`src/rtl/mult_div_pkg.sv`:
```
// Shared encodings and sizing for the multicycle multiply/divide unit and the control
// unit that waits on it.
package mult_div_pkg;

  typedef enum logic [1:0] {
    StIdle = 2'd0,
    StMult = 2'd1,
    StDiv  = 2'd2,
    StDone = 2'd3
  } md_state_e;

  localparam int unsigned DefaultWidth = 32;

  // Holds 0..WIDTH without wrapping inside one operation.
  function automatic int unsigned cnt_width(input int unsigned width);
    return $clog2(width) + 1;
  endfunction

  localparam int unsigned CntWidth = cnt_width(DefaultWidth);

endpackage

```
`src/rtl/mult_div_if.sv`:
```
// Request/response bundle between the CPU control unit (master) and the mult/div unit.
interface mult_div_if #(
  parameter int unsigned WIDTH = mult_div_pkg::DefaultWidth
);
  logic             start_mult;
  logic             start_div;
  logic [WIDTH-1:0] a_in;
  logic [WIDTH-1:0] b_in;
  logic             busy;
  logic             done;
  logic [WIDTH-1:0] hi_out;
  logic [WIDTH-1:0] lo_out;
  logic             div_zero;

  modport master (
    output start_mult, start_div, a_in, b_in,
    input  busy, done, hi_out, lo_out, div_zero
  );

  modport slave (
    input  start_mult, start_div, a_in, b_in,
    output busy, done, hi_out, lo_out, div_zero
  );
endinterface

```
`src/rtl/booth_step.sv`:
```
// One radix-2 Booth iteration on {A, Q, q_-1}: conditional add/subtract of M, then an
// arithmetic shift right by one.
module booth_step #(
  parameter int unsigned WIDTH = 32
) (
  input  logic [2*WIDTH:0] acc_i,
  input  logic [WIDTH-1:0] m_i,
  output logic [2*WIDTH:0] acc_o
);

  logic [WIDTH:0] a_ext;
  logic [WIDTH:0] m_ext;
  logic [WIDTH:0] sum;

  always_comb begin
    // One guard bit so that subtracting the most negative M cannot overflow.
    a_ext = {acc_i[2*WIDTH], acc_i[2*WIDTH:WIDTH+1]};
    m_ext = {m_i[WIDTH-1], m_i};
    unique case (acc_i[1:0])
      2'b01:   sum = a_ext + m_ext;
      2'b10:   sum = a_ext - m_ext;
      default: sum = a_ext;
    endcase
    acc_o = {sum, acc_i[WIDTH:1]};
  end

endmodule

```
`src/rtl/mult_div_unit.sv`:
```
// Multicycle signed multiply (Booth) / divide (restoring) unit with HI/LO result
// registers, MIPS mult/div semantics.
module mult_div_unit
  import mult_div_pkg::*;
#(
  parameter int unsigned WIDTH = DefaultWidth
) (
  input logic       clk,
  input logic       reset,
  mult_div_if.slave bus
);

  localparam int unsigned CntW = cnt_width(WIDTH);
  localparam int unsigned AccW = 2 * WIDTH + 1;

  md_state_e        state_q, state_d;
  logic [CntW-1:0]  cnt_q, cnt_d;
  logic [AccW-1:0]  acc_q, acc_d;
  logic [WIDTH-1:0] m_q, m_d;
  logic [WIDTH-1:0] hi_q, hi_d;
  logic [WIDTH-1:0] lo_q, lo_d;
  logic             qsign_q, qsign_d;
  logic             rsign_q, rsign_d;
  logic             dz_q, dz_d;

  logic [AccW-1:0]  booth_acc;
  logic [WIDTH-1:0] a_mag, b_mag;
  logic [WIDTH:0]   r_sh;
  logic             r_neg;
  logic [WIDTH-1:0] r_next, q_next;
  logic             last_iter;

  booth_step #(
    .WIDTH(WIDTH)
  ) u_booth_step (
    .acc_i(acc_q),
    .m_i  (m_q),
    .acc_o(booth_acc)
  );

  assign a_mag = bus.a_in[WIDTH-1] ? -bus.a_in : bus.a_in;
  assign b_mag = bus.b_in[WIDTH-1] ? -bus.b_in : bus.b_in;

  // Divide reuses the accumulator as {R, Q, unused}; m_q holds |b|.
  assign r_sh   = {acc_q[2*WIDTH:WIDTH+1], acc_q[WIDTH]};
  assign r_neg  = r_sh < {1'b0, m_q};
  assign r_next = r_neg ? r_sh[WIDTH-1:0] : (r_sh[WIDTH-1:0] - m_q);
  assign q_next = {acc_q[WIDTH-1:1], ~r_neg};

  assign last_iter = (cnt_q == CntW'(WIDTH - 1));

  always_comb begin
    state_d = state_q;
    cnt_d   = cnt_q;
    acc_d   = acc_q;
    m_d     = m_q;
    hi_d    = hi_q;
    lo_d    = lo_q;
    qsign_d = qsign_q;
    rsign_d = rsign_q;
    dz_d    = dz_q;
    unique case (state_q)
      StIdle: begin
        if (bus.start_mult) begin
          state_d = StMult;
          cnt_d   = '0;
          dz_d    = 1'b0;
          m_d     = bus.a_in;
          acc_d   = {WIDTH'(0), bus.b_in, 1'b0};
        end else if (bus.start_div) begin
          cnt_d = '0;
          if (bus.b_in == '0) begin
            state_d = StDone;
            dz_d    = 1'b1;
          end else begin
            state_d = StDiv;
            dz_d    = 1'b0;
            m_d     = b_mag;
            acc_d   = {WIDTH'(0), a_mag, 1'b0};
            qsign_d = bus.a_in[WIDTH-1] ^ bus.b_in[WIDTH-1];
            rsign_d = bus.a_in[WIDTH-1];
          end
        end
      end
      StMult: begin
        acc_d = booth_acc;
        cnt_d = cnt_q + CntW'(1);
        if (last_iter) begin
          hi_d    = booth_acc[2*WIDTH:WIDTH+1];
          lo_d    = booth_acc[WIDTH:1];
          state_d = StDone;
        end
      end
      StDiv: begin
        acc_d = {r_next, q_next, 1'b0};
        cnt_d = cnt_q + CntW'(1);
        if (last_iter) begin
          lo_d    = qsign_q ? -q_next : q_next;
          hi_d    = rsign_q ? -r_next : r_next;
          state_d = StDone;
        end
      end
      StDone:  state_d = StIdle;
      default: state_d = StIdle;
    endcase
  end

  always_ff @(posedge clk or negedge reset) begin
    if (!reset) begin
      state_q <= StIdle;
      cnt_q   <= '0;
      acc_q   <= '0;
      m_q     <= '0;
      hi_q    <= '0;
      lo_q    <= '0;
      qsign_q <= 1'b0;
      rsign_q <= 1'b0;
      dz_q    <= 1'b0;
    end else begin
      state_q <= state_d;
      cnt_q   <= cnt_d;
      acc_q   <= acc_d;
      m_q     <= m_d;
      hi_q    <= hi_d;
      lo_q    <= lo_d;
      qsign_q <= qsign_d;
      rsign_q <= rsign_d;
      dz_q    <= dz_d;
    end
  end

  assign bus.busy     = (state_q == StMult) || (state_q == StDiv);
  assign bus.done     = (state_q == StDone);
  assign bus.hi_out   = hi_q;
  assign bus.lo_out   = lo_q;
  assign bus.div_zero = dz_q;

endmodule

```
`src/flat_wrapper.sv`:
```
// flat-port wrapper written by rule: the top's interface ports become plain ports
module mult_div_unit_flat import mult_div_pkg::*;
#(
  parameter int unsigned WIDTH = DefaultWidth
)
  (clk, reset, bus_start_mult, bus_start_div, bus_a_in, bus_b_in, bus_busy, bus_done, bus_hi_out, bus_lo_out, bus_div_zero);
  mult_div_if #(.WIDTH(WIDTH)) bus_i ();
  input logic clk;
  input logic reset;
  input wire logic [$bits(bus_i.start_mult)-1:0] bus_start_mult;
  input wire logic [$bits(bus_i.start_div)-1:0] bus_start_div;
  input wire logic [$bits(bus_i.a_in)-1:0] bus_a_in;
  input wire logic [$bits(bus_i.b_in)-1:0] bus_b_in;
  output wire logic [$bits(bus_i.busy)-1:0] bus_busy;
  output wire logic [$bits(bus_i.done)-1:0] bus_done;
  output wire logic [$bits(bus_i.hi_out)-1:0] bus_hi_out;
  output wire logic [$bits(bus_i.lo_out)-1:0] bus_lo_out;
  output wire logic [$bits(bus_i.div_zero)-1:0] bus_div_zero;
  assign bus_i.start_mult = bus_start_mult;
  assign bus_i.start_div = bus_start_div;
  assign bus_i.a_in = bus_a_in;
  assign bus_i.b_in = bus_b_in;
  assign bus_busy = bus_i.busy;
  assign bus_done = bus_i.done;
  assign bus_hi_out = bus_i.hi_out;
  assign bus_lo_out = bus_i.lo_out;
  assign bus_div_zero = bus_i.div_zero;
  mult_div_unit #(.WIDTH(WIDTH)) u_core (.clk(clk), .reset(reset), .bus(bus_i));
endmodule
```
`config.mk`:
```
export PLATFORM = sky130hd
export DESIGN_NAME = mult_div_unit_flat
export DESIGN_NICKNAME = d
export VERILOG_FILES = /design/src/rtl/mult_div_pkg.sv /design/src/rtl/mult_div_if.sv /design/src/rtl/booth_step.sv /design/src/rtl/mult_div_unit.sv /design/src/flat_wrapper.sv
export SDC_FILE = /design/constraint.sdc
export NUM_CORES = 1
export LEC_CHECK = 0
export CAP_MARGIN = 25
export CORE_AREA = 2 2 170 172
export CTS_BUF_LIST = sky130_fd_sc_hd__clkbuf_16
export DETAILED_ROUTE_END_ITERATION = 10
export DIE_AREA = 0 0 172 174
export GPL_ROUTABILITY_DRIVEN = 0
export GPL_TIMING_DRIVEN = 0
export HOLD_SLACK_MARGIN = 0.05
export PLACE_DENSITY_LB_ADDON = 0.2
export REMOVE_ABC_BUFFERS = 1
export SETUP_SLACK_MARGIN = 0.1
export SYNTH_ARGS = -nofsm -noshare
export SYNTH_HDL_FRONTEND = slang
export SYNTH_SLANG_ARGS = --single-unit
```
`constraint.sdc`:
```
create_clock -name clk -period 7.33 [get_ports clk]
set_input_delay 0.733 -clock clk [delete_from_list [all_inputs] [get_ports clk]]
set_output_delay 0.733 -clock clk [all_outputs]
set_load 0.05 [all_outputs]
```
==> results.sh, run 1 <==
export IMPL_wl_met1_mm=21.03
export IMPL_syn_to_final_growth_pct=13.32
export IMPL_grt_use_total_pct=33.72
export IMPL_synth_ff_latch_count=172
export IMPL_cts_path_max_buffers=2
export IMPL_regToRegStartpoint="u_core.acc_q[40]"
export IMPL_synth_seq_area_share_pct=25.94
export IMPL_nets=2337
export IMPL_cts_resized=0
export IMPL_overflow=0
export IMPL_crit_path_max_incr_delay_ns=0.70
export IMPL_grt_pass1_wl_mm=80.97
export IMPL_setup_viol_count_final=0
export IMPL_post_drt_via_cell_ratio=6.465
export IMPL_yosys_top_cells_area="dfrtp_1, o21ai_0, nand2_1"
export IMPL_crit_fanout=46
export IMPL_cts_inserted_buffers=17
export IMPL_cts_max_level=4
export IMPL_drt_wirelength_per_cell_um=19.31
export IMPL_dr_wl_met3_mm=4.792
export IMPL_grt_pass1_vias=15634
export IMPL_drt_wl_total_mm=49.95
export IMPL_yosys_warnings=0
export IMPL_finClkSkew_ns=0.01269
export IMPL_core_area_sq_mm=0.02824
export IMPL_startpoint_type="register"
export IMPL_dpl_instance_area_sq_mm=0.01820
export IMPL_syn_avg_cell_area_sq_um=7.664
export IMPL_maxSlewViolCount=0
export IMPL_async_flop_share_pct=100.0
export IMPL_hold_viol=0
export IMPL_timing_critical_path_mode_cell="buf_16"
export IMPL_antenna_found_initial=0
export IMPL_period_minus_slack_ns=5.990
export IMPL_holdBufCountCts=0
export IMPL_wl_met2_mm=22.39
export IMPL_initial_core_util_pct=58.76
export IMPL_cts_tree="built"
export IMPL_synth_largest_area_cell="dfrtp_1"
export IMPL_nFillCells=2424
export IMPL_finalCritPeriodShare_pct=81.71
export IMPL_final_seq_area_sq_mm=0.004304
export IMPL_slew_headroom_pct=31.01
export IMPL_ys_types=85
export IMPL_max_cap_viol_count=0
export IMPL_clkLatencyLatePin_ns=0.45
export IMPL_crit_path_end_kind="register"
export IMPL_clk_pin_slew_ns=0.07
export IMPL_hold_path_class="input port to asynchronous set/reset pin"
export IMPL_path_class="register to register"
export IMPL_clock_sinks=172
export IMPL_synth_cells=2165
export IMPL_multi_input_area_sq_mm=0.01150
export IMPL_num_rows=62
export IMPL_ant_nets=0
export IMPL_top_layer="met4"
export IMPL_rsz0062_at_grt="no"
export IMPL_crit_path_start="u_core.acc_q[40]"
export IMPL_path_delay_family="compound AO/OA/AOI/OAI gates"
export IMPL_post_cts_setup_buffers=0
export IMPL_critPathBufInv=3
export IMPL_status="complete, no violations"
export IMPL_hpwl_mm=36.73
export IMPL_crit_chain="ha_1 > a21o_1 > or3_1 > nor3_1 > o211a_1 > o21ai_4 > buf_16 > buf_16 > inv_2 > o21ai_0 > or3b_2 > o311ai_0 > nand4_1"
export IMPL_antenna_cells=0
export IMPL_synth_edf_count=0
export IMPL_drc=0
export IMPL_ios=135
export IMPL_root_buffer="clkbuf_16"
export IMPL_synth_top_area_share_pct=25.94
export IMPL_cp_data_arrival_time_ns=6.30
export IMPL_critical_path_required_ns=7.64
export IMPL_port_buffers=134
export IMPL_crit_slowest_cell="nor3_1"
export IMPL_syn_area_sq_mm=0.01659
export IMPL_fin_area_sq_mm=0.01880
export IMPL_die_area_sq_mm=0.02993
export IMPL_die_w_um=172
export IMPL_worstMarginPinSlew_ns=1.035
export IMPL_synth_ff_type="dfrtp_1"
export IMPL_grt_max_degree=116
export IMPL_dr_total_vias=16724
export IMPL_dr_pass1_iters=9
export IMPL_max_freq_mhz=167.0
export IMPL_drive_above_1_share_pct=4.857
export IMPL_initialDrtViolationCount=1807
export IMPL_die_h_um=174
==> Yosys cell counts (7+ instances only) <==
| master | count |
|---|---|
| nand2b_1 | 20 |
| or3_1 | 21 |
| inv_1 | 63 |
| o31a_1 | 8 |
| dfrtp_1 | 172 |
| a221oi_1 | 26 |
| nand2_1 | 291 |
| and4_1 | 7 |
| nor2_1 | 167 |
| buf_2 | 12 |
| xor2_1 | 93 |
| or4_1 | 14 |
| a22oi_1 | 21 |
| and2_1 | 12 |
| xnor2_1 | 76 |
| nand3_1 | 31 |
| a31oi_1 | 19 |
| nor3_1 | 50 |
| clkbuf_1 | 105 |
| a21o_1 | 39 |
| nor4_1 | 21 |
| nand4_1 | 14 |
| o31ai_1 | 67 |
| or2_2 | 7 |
| buf_1 | 16 |
| o211ai_1 | 17 |
| a21oi_1 | 152 |
| a211oi_1 | 38 |
| mux2i_1 | 49 |
| o22ai_1 | 8 |
| mux2_2 | 20 |
| buf_4 | 8 |
| o21a_1 | 20 |
| nor3b_1 | 8 |
| o21ai_0 | 229 |
| o41ai_1 | 19 |
| o211a_1 | 8 |
| nor2b_1 | 15 |
| and3_1 | 10 |
| ha_1 | 77 |
==> placed cells by master, fill, tap and decap left out, types with 12 or more instances in the layout <==
master,synthesis,routed
ha_1,77,73
nand3_1,31,31
nand2_1,291,291
mux2i_1,49,49
a211oi_1,38,38
nand4_1,14,14
xnor2_1,76,76
clkbuf_16,0,17
o21a_1,20,20
o21ai_0,229,229
dfrtp_1,172,172
nor3_1,50,50
and2_1,12,12
a21oi_1,152,152
a221oi_1,26,26
or4_1,14,14
a21o_1,39,38
clkdlybuf4s50_1,0,132
inv_1,63,63
nor2_1,167,166
a22oi_1,21,21
or3_1,21,21
a31oi_1,19,19
nor4_1,21,21
o41ai_1,19,19
o31ai_1,67,67
mux2_2,20,20
o211ai_1,17,17
xor2_1,93,93
nand2b_1,20,20
nor2b_1,15,15
==> path summary, 6_finish.rpt <==
check	slack, ns	depth (start not counted)	endpoint
min reg2reg	0.48	2	u_core.bus.hi_out[27]
min	0.20	1	u_core.bus.hi_out[6]
min in group clk	0.48	2	u_core.bus.hi_out[27]
max	1.34	13	u_core.bus.hi_out[31]
max reg2reg	1.34	13	u_core.bus.hi_out[31]
max in group asynchronous	6.20	2	u_core.acc_q[18]
==> kinds of logic after synthesis <==
family / count (synthesis) / synth area share, %
buf+inv: 208 / 5.052
flops: 172 / 25.94
compound gates: 760 / 29.82
xor+xnor: 169 / 8.920
mux: 69 / 4.313
fa+ha+maj: 79 / 6.047
simple gates: 708 / 19.91
==> metal layers <==
layer	global-route usage, %	vias to the layer above
li1	-	8000
met1	45.66	7801
met2	52.39	813
met3	7.855	110
met4	12.61	0
met5	0	-
==> stage by stage <==
stage	util [%]	hold WS, ns	std cells	worst slack, ns	TNS, ns
floorplan	-	0.4374	2021	0.3596	0
global placement	63.10	0.4589	2539	-3.505	-483.47
detailed placement	64.45	0.4659	2553	1.566	0
CTS	66.44	0.2171	2585	1.516	0
global route	66.59	0.2427	2587	1.122	0
finish	66.59	0.2038	2587	1.340	0
==> flip-flops by register name (all words and copies together), names as in the netlist <==
signal / cells
u_core.acc_q: 65
u_core.bus.div_zero: 1
u_core.bus.hi_out: 32
u_core.bus.lo_out: 32
u_core.cnt_q: 6
u_core.m_q: 32
u_core.qsign_q: 1
u_core.rsign_q: 1
u_core.state_q: 2
==> final cells by class <==
class                      count  area share [%]
timing repair buffer         150           9.116
clock buffer                  17           2.262
inverter                      64           1.278
multi-input combinational   1785           61.17
sequential                   172           22.89
tap                          384           2.555
clock inverter                15          0.7253
Power of run 1 is left out: the tool's default activity adds up to more than one toggle a clock period on the data nets, which glitch-free logic cannot reach.
==> run 2: changes to the inputs <==
CORE_AREA = 2 2 177 179   (was 2 2 170 172)
DIE_AREA = 0 0 179 181   (was 0 0 172 174)
clock period = 5 ns   (was 7.33 ns; I/O delays follow)
==> run 2 against run 1 <==
Hold slack better by 0.27 ns; wire length is 3.1% higher; via count hardly changed; setup slack worse by 1.2 ns; core utilization is 3.3 points lower; first-iteration DRC count is 4.4% lower; sequential share of layout area is 0.44 points lower; register-to-register slack worse by 1.2 ns; clock-buffer cell count stayed put; clock skew is 0.0017 ns lower; critical path depth is 6 higher; critical endpoint is now u_core.bus.hi_out[26]; largest cell class unchanged; highest routed layer unchanged.
==> results.sh, run 2 (synthesis gave the netlist of run 1 again) <==
export IMPL_status="complete, no violations"
export IMPL_dp_cells=2567
export IMPL_grt_use_total_pct=31.91
export IMPL_die_w_um=179
export IMPL_drive_above_1_share_pct=7.488
export IMPL_ios=135
export IMPL_clkLatencyLatePin_ns=0.47
export IMPL_period_minus_slack_ns=4.810
export IMPL_cts_tree="built"
export IMPL_regToRegStartpoint="u_core.m_q[14]"
export IMPL_startpoint_type="register"
export IMPL_hold_path_class="register to register"
export IMPL_worstReg2RegEnd="u_core.bus.hi_out[26]"
export IMPL_path_class="register to register"
export IMPL_mostFrequentLayoutCells="nand2_1, o21ai_0, dfrtp_1"
export IMPL_root_buffer="clkbuf_16"
export IMPL_setup_viol_count_final=0
export IMPL_syn_to_final_growth_pct=15.71
export IMPL_crit_chain="inv_1 > ha_1 > a21oi_2 > o21ai_0 > nand2b_1 > o211a_4 > o21ai_4 > a21oi_1 > inv_1 > ha_2 > and2_1 > o211ai_1 > nor4_2 > a31o_2 > nand2_1 > or4_4 > a21oi_2 > nor3_2 > a221o_1"
export IMPL_slew_headroom_pct=21.00
export IMPL_dr_total_vias=16731
export IMPL_finalCritPeriodShare_pct=96.20
export IMPL_antenna_cells=0
export IMPL_num_rows=64
export IMPL_critical_path_required_ns=5.34
export IMPL_cts_max_level=4
export IMPL_die_h_um=181
export IMPL_crit_slowest_cell="or4_4"
export IMPL_worstMarginPinSlew_ns=1.181
export IMPL_grt_pass1_wl_mm=82.86
export IMPL_post_drt_via_cell_ratio=6.403
export IMPL_clk_pin_slew_ns=0.08
export IMPL_drt_wirelength_per_cell_um=19.72
export IMPL_port_buffers=134
export IMPL_cp_endpoint="u_core.bus.hi_out[26]"
export IMPL_drc=0
export IMPL_ant_nets=0
export IMPL_crit_path_end_kind="register"
export IMPL_antenna_found_initial=0
export IMPL_cts_path_max_buffers=2
export IMPL_layout_setup_ws_ns=0.1901
export IMPL_finClkSkew_ns=0.01102
export IMPL_grt_pass1_vias=15804
export IMPL_place_ws_ns=-0.7941
export IMPL_crit_fanout=7
export IMPL_cts_inserted_buffers=17
export IMPL_hold_viol=0
export IMPL_stdcell_count=2613
export IMPL_setup_tns_ns=0
export IMPL_initial_core_util_pct=54.68
export IMPL_clock_sinks=172
export IMPL_crit_path_max_incr_delay_ns=0.51
export IMPL_die_area_sq_mm=0.03240
export IMPL_grt_max_degree=115
export IMPL_drt_wl_total_mm=51.52
export IMPL_hpwl_mm=37.87
export IMPL_r2r_slack_ns=0.19
export IMPL_initialDrtViolationCount=1727
export IMPL_max_cap_viol_count=0
export IMPL_overflow=0
export IMPL_rsz0062_at_grt="no"
export IMPL_maxSlewViolCount=0
export IMPL_cp_data_arrival_time_ns=5.15
export IMPL_nets=2351
export IMPL_dr_pass1_iters=6
export IMPL_final_common_cell="nand2_1"
export IMPL_largest_reg_flops=65
export IMPL_crit_path_start="u_core.m_q[14]"
export IMPL_largest_register="u_core.acc_q"
export IMPL_core_area_sq_mm=0.03035
export IMPL_nFillCells=2646
export IMPL_max_freq_mhz=207.9
export IMPL_rr_worst_depth=19
run 2: critical path, delay by kind of cell (launching register included):
family / cells / cell delay, ns
buf+inv: 2 / 0.17
compound gates: 9 / 2.01
fa+ha+maj: 2 / 0.64
flops: 1 / 0.48
simple gates: 6 / 1.39
run 2: timing repair:
action	CTS	global route
setup buffers	7	5
hold buffers	1	0
endpoints found under the setup margin	47	24
endpoints found under the hold margin	58	0
pin swaps	7	9
resized for setup	21	43
run 2: layer usage:
metal | wire length, um | track usage (%) | vias up
li1 | - | - | 8031
met1 | 21930 | 43.37 | 7827
met4 | 2117 | 14.08 | 0
met3 | 4472 | 6.397 | 104
met2 | 23010 | 48.91 | 769
met5 | 0 | 0 | -
run 2: how the worst min path moves through the flow:
| stage | startpoint | endpoint | slack (ns) | cells past startpoint |
|---|---|---|---|---|
| global placement | u_core.bus.hi_out[2] | u_core.bus.hi_out[2] | 0.46 | 2 |
| global route | u_core.bus.lo_out[25] | u_core.bus.lo_out[25] | 0.51 | 1 |
| finish | u_core.bus.hi_out[27] | u_core.bus.hi_out[27] | 0.48 | 2 |
| detailed placement | u_core.bus.lo_out[25] | u_core.bus.lo_out[25] | 0.46 | 1 |
| CTS | u_core.bus.lo_out[25] | u_core.bus.lo_out[25] | 0.48 | 1 |
| floorplan | reset | u_core.acc_q[0] | 0.20 | 0 |
run 2: layout make-up:
class	instances	area, sq um	area share (%)
well taps	396	495.5	2.581
clock buffers	17	425.4	2.216
flip-flops and latches	172	4310	22.45
multi-input cells	1785	11750	61.17
inverters	64	242.7	1.264
clock inverters	15	138.9	0.7234
repair buffers	164	1842	9.593
run 2: stage by stage:
stage / hold WS (ns) / util (%) / instance area [sq um]
6_report: 0.4761 / 63.26 / 19200
3_5_place_dp: 0.4648 / 60.20 / 18270
2_1_floorplan: 0.2044 / - / 16000
5_1_grt: 0.5099 / 63.26 / 19200
4_1_cts: 0.4817 / 62.52 / 18970
3_3_place_gp: 0.4609 / 58.76 / 17830
Power of run 2 is left out for the same reason.
==> run 3: changes to the inputs <==
CORE_AREA = 2 2 163 165   (was 2 2 177 179)
DIE_AREA = 0 0 165 167   (was 0 0 179 181)
GPL_ROUTABILITY_DRIVEN = not set   (was 0)
SKIP_LAST_GASP = 1   (was not set)
clock period = 5.9 ns   (was 5 ns; I/O delays follow)
==> run 3 against run 2 <==
Register-to-register slack gained 0.17 ns; critical path depth grew 2; core utilization grew 10 points; non-clock buffer count shrank 8; cell area shrank 1.6%; maximum frequency shrank 13%; clock-buffer cell count is the same; clock skew grew 0.0035 ns; hold slack lost 0.42 ns; first-iteration DRC count shrank 7.5%.
==> results.sh, run 3 (synthesis gave the netlist of run 1 again) <==
export IMPL_clock_sinks=172
export IMPL_max_freq_mhz=180.7
export IMPL_root_buffer="clkbuf_16"
export IMPL_status="complete, no violations"
export IMPL_hpwl_mm=38.62
export IMPL_post_drt_via_cell_ratio=6.705
export IMPL_rsz0062_at_grt="no"
export IMPL_finalCritPeriodShare_pct=93.82
export IMPL_die_h_um=167
export IMPL_ios=135
export IMPL_grtUsageMet3_pct=8.618
export IMPL_dr_total_vias=17064
export IMPL_die_w_um=165
export IMPL_largest_register="u_core.acc_q"
export IMPL_crit_fanout=10
export IMPL_crit_path_max_incr_delay_ns=0.65
export IMPL_mostFrequentLayoutCells="nand2_1, o21ai_0, dfrtp_1"
export IMPL_clk_pin_slew_ns=0.08
export IMPL_crit_path_end_kind="register"
export IMPL_path_class="register to register"
export IMPL_maxSlewViolCount=0
export IMPL_nets=2344
export IMPL_holdBufCountCts=0
export IMPL_core_area_sq_mm=0.02576
export IMPL_cts_path_max_buffers=2
export IMPL_whs_ns=0.05536
export IMPL_worstMarginPinSlew_ns=1.092
export IMPL_die_area_sq_mm=0.02756
export IMPL_initial_core_util_pct=64.41
export IMPL_ant_nets=0
export IMPL_path_delay_family="simple AND/OR/NAND/NOR gates"
export IMPL_grt_max_degree=120
export IMPL_largest_reg_flops=65
export IMPL_max_cap_viol_count=0
export IMPL_crit_slowest_cell="or4_4"
export IMPL_dr_pass1_iters=6
export IMPL_r2r_slack_ns=0.36
export IMPL_num_rows=59
export IMPL_cts_max_level=4
export IMPL_grt_use_total_pct=37.86
export IMPL_slew_headroom_pct=27.19
export IMPL_hold_viol=0
export IMPL_cts_tree="built"
export IMPL_drc=0
export IMPL_cp_data_arrival_time_ns=5.87
export IMPL_grt_pass1_vias=16120
export IMPL_cts_inserted_buffers=17
export IMPL_hold_path_class="input port to asynchronous set/reset pin"
export IMPL_period_minus_slack_ns=5.535
export IMPL_final_common_cell="nand2_1"
export IMPL_syn_to_final_growth_pct=13.87
export IMPL_place_gp_congestion=0.9735
export IMPL_antenna_found_initial=0
export IMPL_critical_path_required_ns=6.24
export IMPL_drive_above_1_share_pct=5.566
export IMPL_drt_wirelength_per_cell_um=20.43
export IMPL_grt_pass1_wl_mm=83.96
export IMPL_overflow=0
export IMPL_clkLatencyLatePin_ns=0.45
export IMPL_port_buffers=134
export IMPL_grt_use_met1_pct=51.43
export IMPL_drt_wl_total_mm=51.98
export IMPL_antenna_cells=0
export IMPL_crit_chain="inv_1 > ha_1 > a21o_1 > or3_1 > nor3_4 > o211a_4 > o21ai_4 > buf_4 > nor2_1 > a21oi_1 > inv_1 > ha_1 > and2_1 > o211ai_1 > nor4_2 > a31o_2 > nand2_1 > or4_4 > a21oi_1 > nor3_1 > a221o_1"
export IMPL_use_met2_pct=59.60
export IMPL_startpoint_type="register"
export IMPL_setup_viol_count_final=0
export IMPL_initialDrtViolationCount=1597
export IMPL_grt_busiest_layer="met2"
export IMPL_finClkSkew_ns=0.01451
export IMPL_critPathBufInv=3
run 3: worst paths after layout:
kind | cells past startpoint | endpoint | startpoint
setup / recovery | 21 | u_core.bus.hi_out[26] | u_core.m_q[8]
hold / removal | 1 | u_core.bus.hi_out[6] | reset
setup reg to reg | 21 | u_core.bus.hi_out[26] | u_core.m_q[8]
hold reg to reg | 2 | u_core.bus.hi_out[13] | u_core.bus.hi_out[13]
max in group asynchronous | 2 | u_core.qsign_q | reset
min in group clk | 2 | u_core.bus.hi_out[13] | u_core.bus.hi_out[13]
run 3: per-stage QoR:
| step | setup TNS [ns] | area [sq um] | setup WS [ns] | utilization [%] | std cells |
|---|---|---|---|---|---|
| 2_1_floorplan | -46.39 | 16000 | -1.070 | - | 2021 |
| 3_3_place_gp | -866.73 | 17760 | -4.744 | 68.92 | 2490 |
| 3_5_place_dp | -0.4577 | 18170 | -0.1641 | 70.53 | 2506 |
| 4_1_cts | 0 | 18810 | 0.1446 | 72.99 | 2542 |
| 5_1_grt | 0 | 18890 | 0.1146 | 73.34 | 2545 |
| 6_report | 0 | 18890 | 0.3645 | 73.34 | 2545 |
run 3: cell type report:
| class | count | area [sq um] |
|---|---|---|
| multi-input combinational | 1786 | 11560 |
| fill | 2047 | 6869 |
| sequential | 172 | 4304 |
| timing repair buffer | 156 | 1768 |
| clock buffer | 17 | 425.4 |
| tap | 335 | 419.2 |
| inverter | 64 | 240.2 |
| clock inverter | 15 | 173.9 |
run 3: what timing repair did:
action,in CTS,in global routing
resized for setup,2,8
setup buffers,3,2
cloned,1,0
endpoints found under the setup margin,7,8
pin swaps,1,1
run 3: metal layers:
| metal | part of all wire (%) | wire length, um |
|---|---|---|
| met5 | 0 | 0 |
| met4 | 3.0 | 1577 |
| met3 | 10 | 5237 |
| met2 | 45 | 23540 |
| met1 | 42 | 21630 |
Power of run 3 is left out for the same reason.
